**config.mk**
```make
export PLATFORM = sky130hd
export DESIGN_NAME = norm_shift_encoder
export DESIGN_NICKNAME = d
export VERILOG_FILES = /design/src/rtl/norm_enc_pkg.sv /design/src/rtl/norm_shift_encoder_lzc_group.sv /design/src/rtl/norm_shift_encoder.sv
export SDC_FILE = /design/constraint.sdc
export NUM_CORES = 1
export LEC_CHECK = 0
export ABC_AREA = 1
export BUFFER_PORTS_ARGS = -buffer_cell sky130_fd_sc_hd__buf_2
export CAP_MARGIN = 0
export CORE_UTILIZATION = 45
export CTS_BUF_LIST = sky130_fd_sc_hd__clkbuf_4
export CTS_CLUSTER_SIZE = 25
export DETAILED_ROUTE_END_ITERATION = 16
export PLACE_DENSITY = 0.81
export SLEW_MARGIN = 20
export SYNTH_ARGS = -nofsm -noshare
export SYNTH_HDL_FRONTEND = slang
export SYNTH_HIERARCHICAL = 1
export SYNTH_SLANG_ARGS = --single-unit
```
**constraint.sdc**
```tcl
create_clock -name clk -period 0.9 [get_ports clk]
set_input_delay 0.09 -clock clk [delete_from_list [all_inputs] [get_ports clk]]
set_output_delay 0.09 -clock clk [all_outputs]
set_load 0.005 [all_outputs]
```
**src/rtl/norm_enc_pkg.sv**
```systemverilog
// Shared constants and the stage-1 group record for the normalisation-shift encoder.
package norm_enc_pkg;

  localparam logic [7:0] CODE_SHR1 = 8'h80;
  localparam logic [7:0] CODE_ZERO = 8'h40;
  localparam int         GROUP_W   = 16;

  typedef struct packed {
    logic       nz;
    logic [3:0] lz;
  } grp_t;

endpackage

```
**src/rtl/norm_shift_encoder_lzc_group.sv**
```systemverilog
// lzc_group: combinational 16-bit leading-zero counter (nonzero flag + 4-bit count).
module lzc_group (
  input  logic [15:0] din,
  output logic        nonzero,
  output logic [3:0]  lz
);

  always_comb begin
    nonzero = |din;
    lz      = 4'd0;
    // Ascending scan: the highest set bit is the last one to write lz.
    for (int i = 0; i < 16; i++) begin
      if (din[i]) lz = 4'(15 - i);
    end
  end

endmodule

```
**src/rtl/norm_shift_encoder.sv**
```systemverilog
// Normalisation-shift encoder: priority-encodes the mantissa sum into a shift code.
// Optional NORM_ENC_IN_REG_EN adds an input register stage ahead of stage 1.
module norm_shift_encoder
  import norm_enc_pkg::*;
#(
  parameter int WIDTH   = 49,
  parameter int LATENCY = 1,
  parameter int TAG_W   = 8
) (
  input  logic             clk,
  input  logic             rstn,
  input  logic             flush,
  input  logic             valid_in,
  input  logic [WIDTH-1:0] in_data,
  input  logic [TAG_W-1:0] tag_in,
  output logic             valid_out,
  output logic [7:0]       out_code,
  output logic             shift_right,
  output logic             zero,
  output logic [5:0]       shl_amt,
  output logic [TAG_W-1:0] tag_out
);

  localparam int NG  = (WIDTH - 1 + GROUP_W - 1) / GROUP_W;
  localparam int PW  = NG * GROUP_W;
  localparam int PAD = PW - (WIDTH - 1);

  if (WIDTH < 4 || WIDTH > 65) begin : g_bad_width
    $error("norm_shift_encoder: WIDTH must be 4..65");
  end
  if (LATENCY != 1 && LATENCY != 2) begin : g_bad_latency
    $error("norm_shift_encoder: LATENCY must be 1 or 2");
  end

  logic             s_valid;
  logic [WIDTH-1:0] s_data;
  logic [TAG_W-1:0] s_tag;

`ifdef NORM_ENC_IN_REG_EN
  always_ff @(posedge clk or negedge rstn) begin
    if (!rstn) begin
      s_valid <= 1'b0;
      s_data  <= '0;
      s_tag   <= '0;
    end else begin
      s_valid <= valid_in & ~flush;
      if (valid_in && !flush) begin
        s_data <= in_data;
        s_tag  <= tag_in;
      end
    end
  end
`else
  assign s_valid = valid_in;
  assign s_data  = in_data;
  assign s_tag   = tag_in;
`endif

  // Non-carry bits, MSB-aligned into whole groups; the lowest group is zero-padded.
  logic [PW-1:0]     padded;
  grp_t [NG-1:0]     grp_c;

  assign padded = PW'(s_data[WIDTH-2:0]) << PAD;

  for (genvar g = 0; g < NG; g++) begin : g_lzc
    logic       nz_w;
    logic [3:0] lz_w;
    lzc_group u_lzc (
      .din     (padded[PW-1-g*GROUP_W -: GROUP_W]),
      .nonzero (nz_w),
      .lz      (lz_w)
    );
    assign grp_c[g] = {nz_w, lz_w};
  end

  logic             e_valid;
  logic             e_carry;
  grp_t [NG-1:0]    e_grp;
  logic [TAG_W-1:0] e_tag;

  if (LATENCY == 2) begin : g_stage1
    logic             s1_valid;
    logic             s1_carry;
    grp_t [NG-1:0]    s1_grp;
    logic [TAG_W-1:0] s1_tag;

    always_ff @(posedge clk or negedge rstn) begin
      if (!rstn) begin
        s1_valid <= 1'b0;
        s1_carry <= 1'b0;
        s1_grp   <= '0;
        s1_tag   <= '0;
      end else begin
        s1_valid <= s_valid & ~flush;
        if (s_valid && !flush) begin
          s1_carry <= s_data[WIDTH-1];
          s1_grp   <= grp_c;
          s1_tag   <= s_tag;
        end
      end
    end

    assign e_valid = s1_valid;
    assign e_carry = s1_carry;
    assign e_grp   = s1_grp;
    assign e_tag   = s1_tag;
  end else begin : g_comb
    assign e_valid = s_valid;
    assign e_carry = s_data[WIDTH-1];
    assign e_grp   = grp_c;
    assign e_tag   = s_tag;
  end

  logic [7:0] code_c;
  logic       shr_c;
  logic       zero_c;
  logic [5:0] shl_c;
  logic       any_nz;
  logic [5:0] lz_tot;

  always_comb begin
    any_nz = 1'b0;
    lz_tot = 6'd0;
    code_c = 8'h00;
    shr_c  = 1'b0;
    zero_c = 1'b0;
    shl_c  = 6'd0;
    // Descending scan so the most significant nonzero group wins.
    for (int g = NG - 1; g >= 0; g--) begin
      if (e_grp[g].nz) begin
        any_nz = 1'b1;
        lz_tot = 6'(g * GROUP_W) + 6'(e_grp[g].lz);
      end
    end
    if (e_carry) begin
      code_c = CODE_SHR1;
      shr_c  = 1'b1;
    end else if (!any_nz) begin
      code_c = CODE_ZERO;
      zero_c = 1'b1;
    end else begin
      shl_c  = lz_tot;
      code_c = {2'b00, lz_tot};
    end
  end

  always_ff @(posedge clk or negedge rstn) begin
    if (!rstn) begin
      valid_out   <= 1'b0;
      out_code    <= 8'h00;
      shift_right <= 1'b0;
      zero        <= 1'b0;
      shl_amt     <= 6'd0;
      tag_out     <= '0;
    end else begin
      valid_out <= e_valid & ~flush;
      if (e_valid && !flush) begin
        out_code    <= code_c;
        shift_right <= shr_c;
        zero        <= zero_c;
        shl_amt     <= shl_c;
        tag_out     <= e_tag;
      end
    end
  end

endmodule

```
# After elaboration in Yosys (flattened, before gate mapping)
# Cells that the tools add are included.
# op_classes
n_reduce_logical,5
div,0
shifts,0
n_mux,61
mul,0
n_eq_ne,0
order_cmp,0
add_sub_neg,2
bitwise,2
# ops
cell,n
4-bit two-way mux,48
16-bit OR reduction,3
6-bit two-way mux,5
8-bit two-way mux,1
7-bit two-way mux,1
"5-bit by 4-bit adder with 6-bit output, first input constant",1
"6-bit by 4-bit adder with 6-bit output, first input constant",1
1-bit two-way mux,6
1-bit AND,1
1-bit logical AND,1
1-bit zero test,1
1-bit inverter,1
# totals
latchBits,0
output_inout_bits,25
ramBits,0
mem_count,0
reg_bits,25
in_bits,61
mem_bits_ro,0
word_cells,76

# Depth between registers and ports, before layout
# Gate-level depths: netlist (run 1).
# logic_depth
ltp_word,22
depth_mapped,19
ltp_nobuf,19

# Modules after synthesis
# The synthesis (run 1) kept the hierarchy.
# modules_own_cells
mod,cells_each,n_inst,seq_area_each_um2,area_per_inst_um2
norm_shift_encoder,115,1,425.4,913.4
lzc_group,49,3,0.0,209.0

# Least setup slack after synthesis (run 1)
# Ideal clock, no wire load.
# synth_timing
path_kind,input to register
startpoint,in in_data[17]
endpoint,reg out_code[0]
setup_time_ns,0.124
required_ns,0.776
arrival_ns,1.196
slack_ns,-0.420
n_path_buf,1
cell_stages,8
path_cell_list,or2_1 > nor4_1 > nand2_1 > buf_4 > nor2_4 > nand2_4 > nand3_1 > o21bai_2
# synth_via
word_cells_on_any_way,23
classes_between,1 x add/sub; 21 x mux; 1 x reduce/logical
# synth_lines
element,line,source
start: declaration,norm_shift_encoder.sv:14,"input logic [WIDTH-1:0] in_data,"
16-bit OR reduction (*),norm_shift_encoder_lzc_group.sv:9,nonzero = |din;
net g_lzc[1].nz_w,norm_shift_encoder.sv:66,logic nz_w;
6-bit two-way mux / 1-bit two-way mux (equally long branches) (2 in a row),norm_shift_encoder.sv:130,if (e_grp[g].nz) begin
7-bit two-way mux (*),norm_shift_encoder.sv:138,end else if (!any_nz) begin
8-bit two-way mux (*),norm_shift_encoder.sv:135,if (e_carry) begin
end signal: assignment,norm_shift_encoder.sv:158,out_code <= code_c;
end: declaration,norm_shift_encoder.sv:17,"output logic [7:0] out_code,"
# Mark *: on every way through the listed nets, which the timed path passes. The rest lies on a longest branch.
# A chain may end at the register's enable or synchronous reset.

# Worst setup path in the final report (run 1)
# layout_timing
startpoint,in in_data[17]
endpoint,reg out_code[2]
# The elaborated chain is that of the path after synthesis.

==> metrics.txt, run 1 <==
status finished, violations left; violated checks negative setup slack; CTS tree built; cell area after synthesis 1540 µm²; Fin Hold WS 23.83 ps; Worst EP required 1100 ps; Period Utilization, post-route 127.0%; Syn Area/Cell 5.879 µm²; Worst setup EP type register; worst slack at placement -628.9 ps; Antenna Violating Nets Remaining 0; Setup violations, final 28; via count 2,069; Worst EP arrival 1350 ps; Post-Route Skew 0 ps; Setup Total Neg Slack -2149 ps; syn_nets 323; core footprint 3153 µm²; Residual DRC 0; cell taking the most area after synthesis dfrtp_1; count of cell types in the netlist 19; Max stage delay on crit path 260 ps; critical path's top delay family simple AND/OR/NAND/NOR gates; Layout Cells excl Fill 438; H-tree levels 1; leading post-synthesis cells by cell area dfrtp_1, nand2_1, inv_1; Core Rows 20; clk buf depth 2; initial antenna violation count 0; P_leak 1.570 nW; vias in the first global route 1,755; Min-Delay Path Class in -> reg; VDD IR max 0.8200 mV; RSZ-0062 raised after global routing yes; Final Cell Area 2539 µm²; Reg clk slew, reported paths 110 ps; CP dominant cell by count buf_6; GPL Wtd Cong 0.8041; fraction of layout cells with a size suffix above 1 48.22%; Sink Count 17; Critical path buffers and inverters 2; Yosys reg bits 17; slowest cell on the critical path or2_4; global-route wire length before repair 6810 µm; I/O Buffers 85; chip width 60.51 µm; final worst slack -243.1 ps; total grt overflow 0; maxcap violations 0; Antenna diodes 0; First DRT Iteration DRCs 66; post-layout total power 2.079 mW; starting density of the core 48.85%; Nets 456; relative slew slack 74.81%; Clock Latency Late Sink 300 ps; largest net degree at the start of global routing 18; Detailed Place HPWL 3169 µm; hold path start tag_in[5]; First-pass DRT Iterations 4; sequential fraction of the synthesis area 27.62%; crit path time final 1143 ps; number of CTS-inserted buffers 3; Final Util 80.52%; CP cell instances buf_6 -> or2_4 -> nor4_4 -> nand2_1 -> buf_6 -> nor2_4 -> nand2_4 -> nand3_2 -> o21bai_2; Final Max Slew Viols 0; r2r startpoint out_code[1]$_DFFE_PN0P_; Startpoint Class primary input; Synth top area share 27.62%; Layout area overhead 64.83%; fmax 874.8 MHz; CP Launch Point in_data[17]; Final Hold Viols 0; Placed Area 2268 µm²; Routed Wire Length 4657 µm; Clock Tree Root clkbuf_4; Synth Warn # 6; crit path kind in -> reg; die height 60.51 µm; GR Util All Layers 24.06%; gate count after technology mapping 262; Via density 4.724; Cells after DPL 418; worst slew pin tran 377.9 ps; I/O pin cnt 86; die area 3661 µm²; Max Fanout on Critical Path 5; Pwr Density 818.9 nW/µm²; Avg WL per Cell 10.63 µm
per-layer routing:
layer / global-route usage (%) / vias to the layer above / wire length (µm)
li1: - / 1046 / -
met1: 27.65 / 936 / 1772
met2: 45.84 / 78 / 2560
met3: 4.904 / 9 / 252
met4: 4.870 / 0 / 72
met5: 0 / - / 0
cell usage after synthesis, drive strengths merged:
cell and n:
nor4 3, nand3 22, dfrtp 17, inv 57, nand4 3, buf 11
or2 3, a21oi 9, nor2 31, o21bai 4, nand2 93, nor3 9
path summary, 6_finish.rpt:
kind | depth (start not counted) | to | slack (ps)
worst max-delay path | 9 | out_code[2]$_DFFE_PN0P_ | -240
worst min-delay path | 3 | tag_out[5]$_DFFE_PN0P_ | 20
worst max register to register | 4 | out_code[1]$_DFFE_PN0P_ | -30
worst min register to register | 2 | tag_out[5]$_DFFE_PN0P_ | 480
max in group asynchronous | 2 | out_code[5]$_DFFE_PN0P_ | 370
min in group asynchronous | 2 | tag_out[1]$_DFFE_PN0P_ | 240
cells by family (layout without fill, tap and decap cells):
| kind of cell | Yosys count | in the layout | share of synthesized area (%) |
|---|---|---|---|
| compound gates | 13 | 13 | 6.580 |
| buf+inv | 68 | 200 | 19.33 |
| flops | 17 | 17 | 27.62 |
| simple gates | 164 | 164 | 46.47 |
report_power, final:
part / internal, mW / total (mW) / switching (mW)
logic: 0.412 / 0.788 / 0.376
clock network: 0.166 / 0.429 / 0.263
registers: 0.825 / 0.862 / 0.0375
sequential cells by signal (all words and copies together) (netlist names):
name	flops
valid_out	1
tag_out	8
out_code	8
cells in the final DEF, fill, tap and decap left out:
cell type	instances
nand2_1	84
buf_2	83
buf_4	42
inv_1	36
nor2_1	26
inv_2	20
dfrtp_1	17
nand3_1	15
nor3_1	9
dlygate4sd3_1	8
nand3_2	7
nand2_2	6
buf_6	6
a21oi_1	5
o21bai_2	4
a21oi_2	4
nand2_4	3
nor2_2	3
clkbuf_4	3
nand4_1	3
nor4_4	3
or2_4	2
nor2_8	1
nor2_4	1
inv_4	1
clkinv_2	1
or2_1	1
cell type report:
class,count,area (µm²)
multi-input combinational,177,935.9
timing repair buffer,139,878.3
fill,217,614.3
sequential,17,425.4
inverter,57,216.5
tap,44,55.05
clock buffer,3,22.52
clock inverter,1,5.005
worst register-to-register path: cells and delay by family, from the launching register on:
family | cells | cell delay, ps
flops | 1 | 420
compound gates | 1 | 180
buf+inv | 2 | 200
simple gates | 1 | 40
timing repair:
action / in CTS / in global routing
pin swaps: 14 / 7
gates resized for setup: 12 / 13
endpoints found under the hold margin: 24 / 0
buffers inserted: 4 / 3
setup endpoints to repair: 28 / 32
hold buffers: 8 / 0
cloned: 0 / 1
Power figures use the tool's default switching activity.
==> run 2, diff against run 1 <==
--- a/config.mk
+++ b/config.mk
@@ -13,6 +13,7 @@
 export CTS_CLUSTER_SIZE = 25
 export DETAILED_ROUTE_END_ITERATION = 16
 export PLACE_DENSITY = 0.81
+export SKIP_CTS_REPAIR_TIMING = 1
 export SLEW_MARGIN = 20
 export SYNTH_ARGS = -nofsm -noshare
 export SYNTH_HDL_FRONTEND = slang
==> run 2 against run 1 <==
Compared with the run above: die area unchanged; sequential cell count unchanged; cell area decreased by 1.4%; fmax decreased by 2.4%; the run ends with negative hold slack, negative setup slack left; cell count decreased by 0.91%; setup slack got worse by 28 ps; critical path depth decreased by 1.
==> metrics.txt, run 2 (synthesis results as in run 1) <==
status finished, violations left (unchanged); violated checks negative hold slack, negative setup slack (was negative setup slack); RSZ-0062 raised after global routing yes (unchanged); Placed Area 2268 µm² (unchanged); maxcap violations 0 (unchanged); Post-Route Skew 0 ps (unchanged); core footprint 3153 µm² (unchanged); chip width 60.51 µm (unchanged); via count 1,975 (was 2,069); vias in the first global route 1,637 (was 1,755); Cells after DPL 418 (unchanged); Avg WL per Cell 9.435 µm (was 10.63 µm); Residual DRC 0 (unchanged); Period Utilization, post-route 130.1% (was 127.0%); First DRT Iteration DRCs 49 (was 66); GR Util All Layers 21.16% (was 24.06%); Min-Delay Path Class in -> reg (unchanged); most common cell after layout, fill and taps aside nand2_1 (unchanged); die area 3661 µm² (unchanged); total grt overflow 0 (unchanged); largest net degree at the start of global routing 18 (unchanged); Nets 452 (was 456); global-route wire length before repair 6072 µm (was 6810 µm); I/O Buffers 85 (unchanged); Final Hold Viols 1 (was 0); Setup Total Neg Slack -1997 ps (was -2149 ps); Clock Latency Late Sink 290 ps (was 300 ps); Worst EP required 1090 ps (was 1100 ps); Worst EP arrival 1360 ps (was 1350 ps); I/O pin cnt 86 (unchanged); Final Max Slew Viols 0 (unchanged); First-pass DRT Iterations 7 (was 4); Detailed Place HPWL 3169 µm (unchanged); worst slew pin tran 372.2 ps (was 377.9 ps); GPL Wtd Cong 0.8041 (unchanged); biggest regs out_code (8), tag_out (8), valid_out (1) (unchanged); P_leak 1.532 nW (was 1.570 nW); Antenna diodes 0 (unchanged); Clock Tree Root clkbuf_4 (unchanged); Final Cell Area 2504 µm² (was 2539 µm²); Layout area overhead 62.55% (was 64.83%); Fin Hold WS -5.506 ps (was 23.83 ps); Layout Cells excl Fill 434 (was 438); fraction of layout cells with a size suffix above 1 47.18% (was 48.22%); Antenna Violating Nets Remaining 0 (unchanged); crit path time final 1171 ps (was 1143 ps); clk buf depth 2 (unchanged); H-tree levels 1 (unchanged); CTS tree built (unchanged); most frequent cells in the layout nand2_1, buf_2, buf_4, inv_1, nor2_1 (unchanged); VDD IR max 0.8819 mV (was 0.8200 mV); crit path kind in -> reg (unchanged); fmax 854.3 MHz (was 874.8 MHz); starting density of the core 48.85% (unchanged); Reg clk slew, reported paths 90 ps (was 110 ps); Routed Wire Length 4095 µm (was 4657 µm); initial antenna violation count 0 (unchanged); post-layout total power 2.020 mW (was 2.079 mW); Startpoint Class primary input (unchanged); Sink Count 17 (unchanged); final worst slack -270.6 ps (was -243.1 ps); Core Rows 20 (unchanged); Pwr Density 806.8 nW/µm² (was 818.9 nW/µm²); Max Fanout on Critical Path 5 (unchanged); Worst setup EP type register (unchanged); relative slew slack 75.19% (was 74.81%); Setup violations, final 28 (unchanged); Via density 4.551 (was 4.724); number of CTS-inserted buffers 3 (unchanged); die height 60.51 µm (unchanged)
[run 2: cell types whose count changed in the layout (fill, tap and decap cells not counted), sizes merged]
cell | before | now
buf | 131 | 127
[run 2: worst max-delay path: stages]
cell and delay, ps:
buf_6 90, or2_4 260, nor4_4 320, nand2_2 190
nor2_4 160, nand2_4 90, nand3_2 90, o21bai_2 70
[run 2: layer usage]
layer | vias up | share of wire (%) | GRT usage [%]
li1 | 1042 | - | -
met1 | 869 | 40 | 25.00
met2 | 58 | 54 | 40.03
met3 | 6 | 4.6 | 3.838
met4 | 0 | 1.2 | 3.896
met5 | - | 0 | 0
[run 2: stage by stage]
stage,utilization (%),hold WS (ps),setup WS [ps]
3_3_place_gp,71.94,23.37,-556.2
6_report,79.40,-5.506,-270.6
5_1_grt,79.40,9.379,-332.7
2_1_floorplan,-,-205.6,-370.5
3_5_place_dp,71.94,24.91,-628.9
4_1_cts,72.82,-298.8,-322.3
[run 2: layout make-up]
| class | instances | area [µm²] |
|---|---|---|
| inverter | 57 | 216.5 |
| clock inverter | 1 | 5.005 |
| clock buffer | 3 | 22.52 |
| tap | 44 | 55.05 |
| timing repair buffer | 135 | 854.6 |
| sequential | 17 | 425.4 |
| fill | 221 | 649.4 |
| multi-input combinational | 177 | 924.6 |
[run 2: where the power goes]
| group | switching (mW) | internal, mW |
|---|---|---|
| combinational | 0.354 | 0.400 |
| clock | 0.240 | 0.166 |
| sequential | 0.0358 | 0.825 |
[run 2: worst paths after layout]
kind | start | endpoint | slack [ps] | cells past startpoint
max | in_data[32] | out_code[1]$_DFFE_PN0P_ | -270 | 8
min | tag_in[6] | tag_out[6]$_DFFE_PN0P_ | -6 | 3
max reg2reg | out_code[7]$_DFFE_PN0P_ | out_code[7]$_DFFE_PN0P_ | 100 | 3
min reg2reg | tag_out[5]$_DFFE_PN0P_ | tag_out[5]$_DFFE_PN0P_ | 480 | 2
max in group asynchronous | rstn | out_code[6]$_DFFE_PN0P_ | 400 | 2
min in group asynchronous | rstn | tag_out[4]$_DFFE_PN0P_ | 230 | 2
==> run 3, diff against run 2 <==
--- a/config.mk
+++ b/config.mk
@@ -14,6 +14,7 @@
 export DETAILED_ROUTE_END_ITERATION = 16
 export PLACE_DENSITY = 0.81
 export SKIP_CTS_REPAIR_TIMING = 1
+export SKIP_LAST_GASP = 1
 export SLEW_MARGIN = 20
 export SYNTH_ARGS = -nofsm -noshare
 export SYNTH_HDL_FRONTEND = slang
==> run 3 against run 2 <==
Compared with the run above: the flow still finishes with violations (negative hold slack, negative setup slack); combinational power hardly changed; global-route usage stayed put; critical path depth did not move; setup slack did not move; sequential cell count unchanged; via count unchanged; cell count is the same; largest cell class unchanged; clock power about the same; fmax did not move; worst hold slack unchanged.
==> metrics.txt, run 3 (synthesis results as in run 1) <==
status finished, violations left (unchanged); violated checks negative hold slack, negative setup slack (unchanged); number of CTS-inserted buffers 3 (unchanged); most common cell after layout, fill and taps aside nand2_1 (unchanged); I/O Buffers 85 (unchanged); die height 60.51 µm (unchanged); largest net degree at the start of global routing 18 (unchanged); Final Cell Area 2504 µm² (unchanged); Detailed Place HPWL 3169 µm (unchanged); Avg WL per Cell 9.435 µm (unchanged); Setup violations, final 28 (unchanged); final worst slack -270.6 ps (unchanged); Worst setup EP type register (unchanged); RSZ-0062 raised after global routing yes (unchanged); Cells after DPL 418 (unchanged); Antenna Violating Nets Remaining 0 (unchanged); Via density 4.551 (unchanged); starting density of the core 48.85% (unchanged); vias in the first global route 1,637 (unchanged); flop2flop setup slack 100 ps (about the same); First-pass DRT Iterations 7 (unchanged); Fin Hold WS -5.506 ps (unchanged); fraction of layout cells with a size suffix above 1 47.18% (unchanged); Worst EP arrival 1360 ps (about the same); initial antenna violation count 0 (unchanged); crit path time final 1171 ps (unchanged); Post-Route Skew 0 ps (unchanged); die area 3661 µm² (unchanged); Core Rows 20 (unchanged); CTS tree built (unchanged); Antenna diodes 0 (unchanged); most frequent cells in the layout nand2_1, buf_2, buf_4, inv_1, nor2_1 (unchanged); maxcap violations 0 (unchanged); relative slew slack 75.19% (unchanged); Routed Wire Length 4095 µm (unchanged); core footprint 3153 µm² (unchanged); First DRT Iteration DRCs 49 (unchanged); chip width 60.51 µm (unchanged); GR Util All Layers 21.16% (unchanged); Residual DRC 0 (unchanged); Startpoint Class primary input (unchanged); Final Max Slew Viols 0 (unchanged); Layout area overhead 62.55% (unchanged); Setup Total Neg Slack -1997 ps (unchanged); Sink Count 17 (unchanged); Layout Cells excl Fill 434 (unchanged); clk buf depth 2 (unchanged); P_leak 1.532 nW (unchanged); Final Hold Viols 1 (unchanged); Max Fanout on Critical Path 5 (unchanged); H-tree levels 1 (unchanged); Nets 452 (unchanged); Worst EP required 1090 ps (about the same); I/O pin cnt 86 (unchanged); Period Utilization, post-route 130.1% (unchanged); Pwr Density 806.8 nW/µm² (unchanged); worst slew pin tran 372.2 ps (unchanged); Clock Latency Late Sink 290 ps (about the same); Clock Tree Root clkbuf_4 (unchanged); fmax 854.3 MHz (unchanged); post-layout total power 2.020 mW (unchanged); total grt overflow 0 (unchanged); Placed Area 2268 µm² (unchanged); biggest regs out_code (8), tag_out (8), valid_out (1) (unchanged); crit path kind in -> reg (unchanged); VDD IR max 0.8819 mV (unchanged); GPL Wtd Cong 0.8041 (unchanged); global-route wire length before repair 6072 µm (unchanged); via count 1,975 (unchanged); Reg clk slew, reported paths 90 ps (about the same); Min-Delay Path Class in -> reg (unchanged)
run 3: area by class of cell:
type	instances	area [µm²]
well taps	44	55.05
repair buffers	135	854.6
flip-flops and latches	17	425.4
clock buffers	3	22.52
fillers	221	649.4
multi-input cells	177	924.6
clock inverters	1	5.005
inverters	57	216.5
run 3: report_power, final:
group	leakage (nW)	switching, mW	internal [mW]
sequential	0.220	0.0358	0.825
clock	0.0177	0.240	0.166
combinational	1.29	0.354	0.400
run 3: critical path: stages:
cell and delay, ps:
buf_6 90, or2_4 260, nor4_4 320, nand2_2 190, nor2_4 160, nand2_4 90, nand3_2 90, o21bai_2 70
run 3: metal layers:
| metal | up-vias | track usage, % | share of wire [%] |
|---|---|---|---|
| met5 | - | 0 | 0 |
| met2 | 58 | 40.03 | 54 |
| met1 | 869 | 25.00 | 40 |
| met3 | 6 | 3.838 | 4.6 |
| li1 | 1042 | - | - |
| met4 | 0 | 3.896 | 1.2 |
run 3: path summary, 6_finish.rpt:
| path | cells after the start | start | end |
|---|---|---|---|
| setup / recovery | 8 | in_data[32] | out_code[1]$_DFFE_PN0P_ |
| min in group asynchronous | 2 | rstn | tag_out[4]$_DFFE_PN0P_ |
| max in group asynchronous | 2 | rstn | out_code[6]$_DFFE_PN0P_ |
| hold / removal | 3 | tag_in[6] | tag_out[6]$_DFFE_PN0P_ |
| setup reg to reg | 3 | out_code[7]$_DFFE_PN0P_ | out_code[7]$_DFFE_PN0P_ |
| hold reg to reg | 2 | tag_out[5]$_DFFE_PN0P_ | tag_out[5]$_DFFE_PN0P_ |
run 3: metrics by stage:
step	setup slack, ps	utilization (%)
floorplan	-370.5	-
global placement	-556.2	71.94
detailed placement	-628.9	71.94
CTS	-322.3	72.82
global route	-332.7	79.40
finish	-270.6	79.40
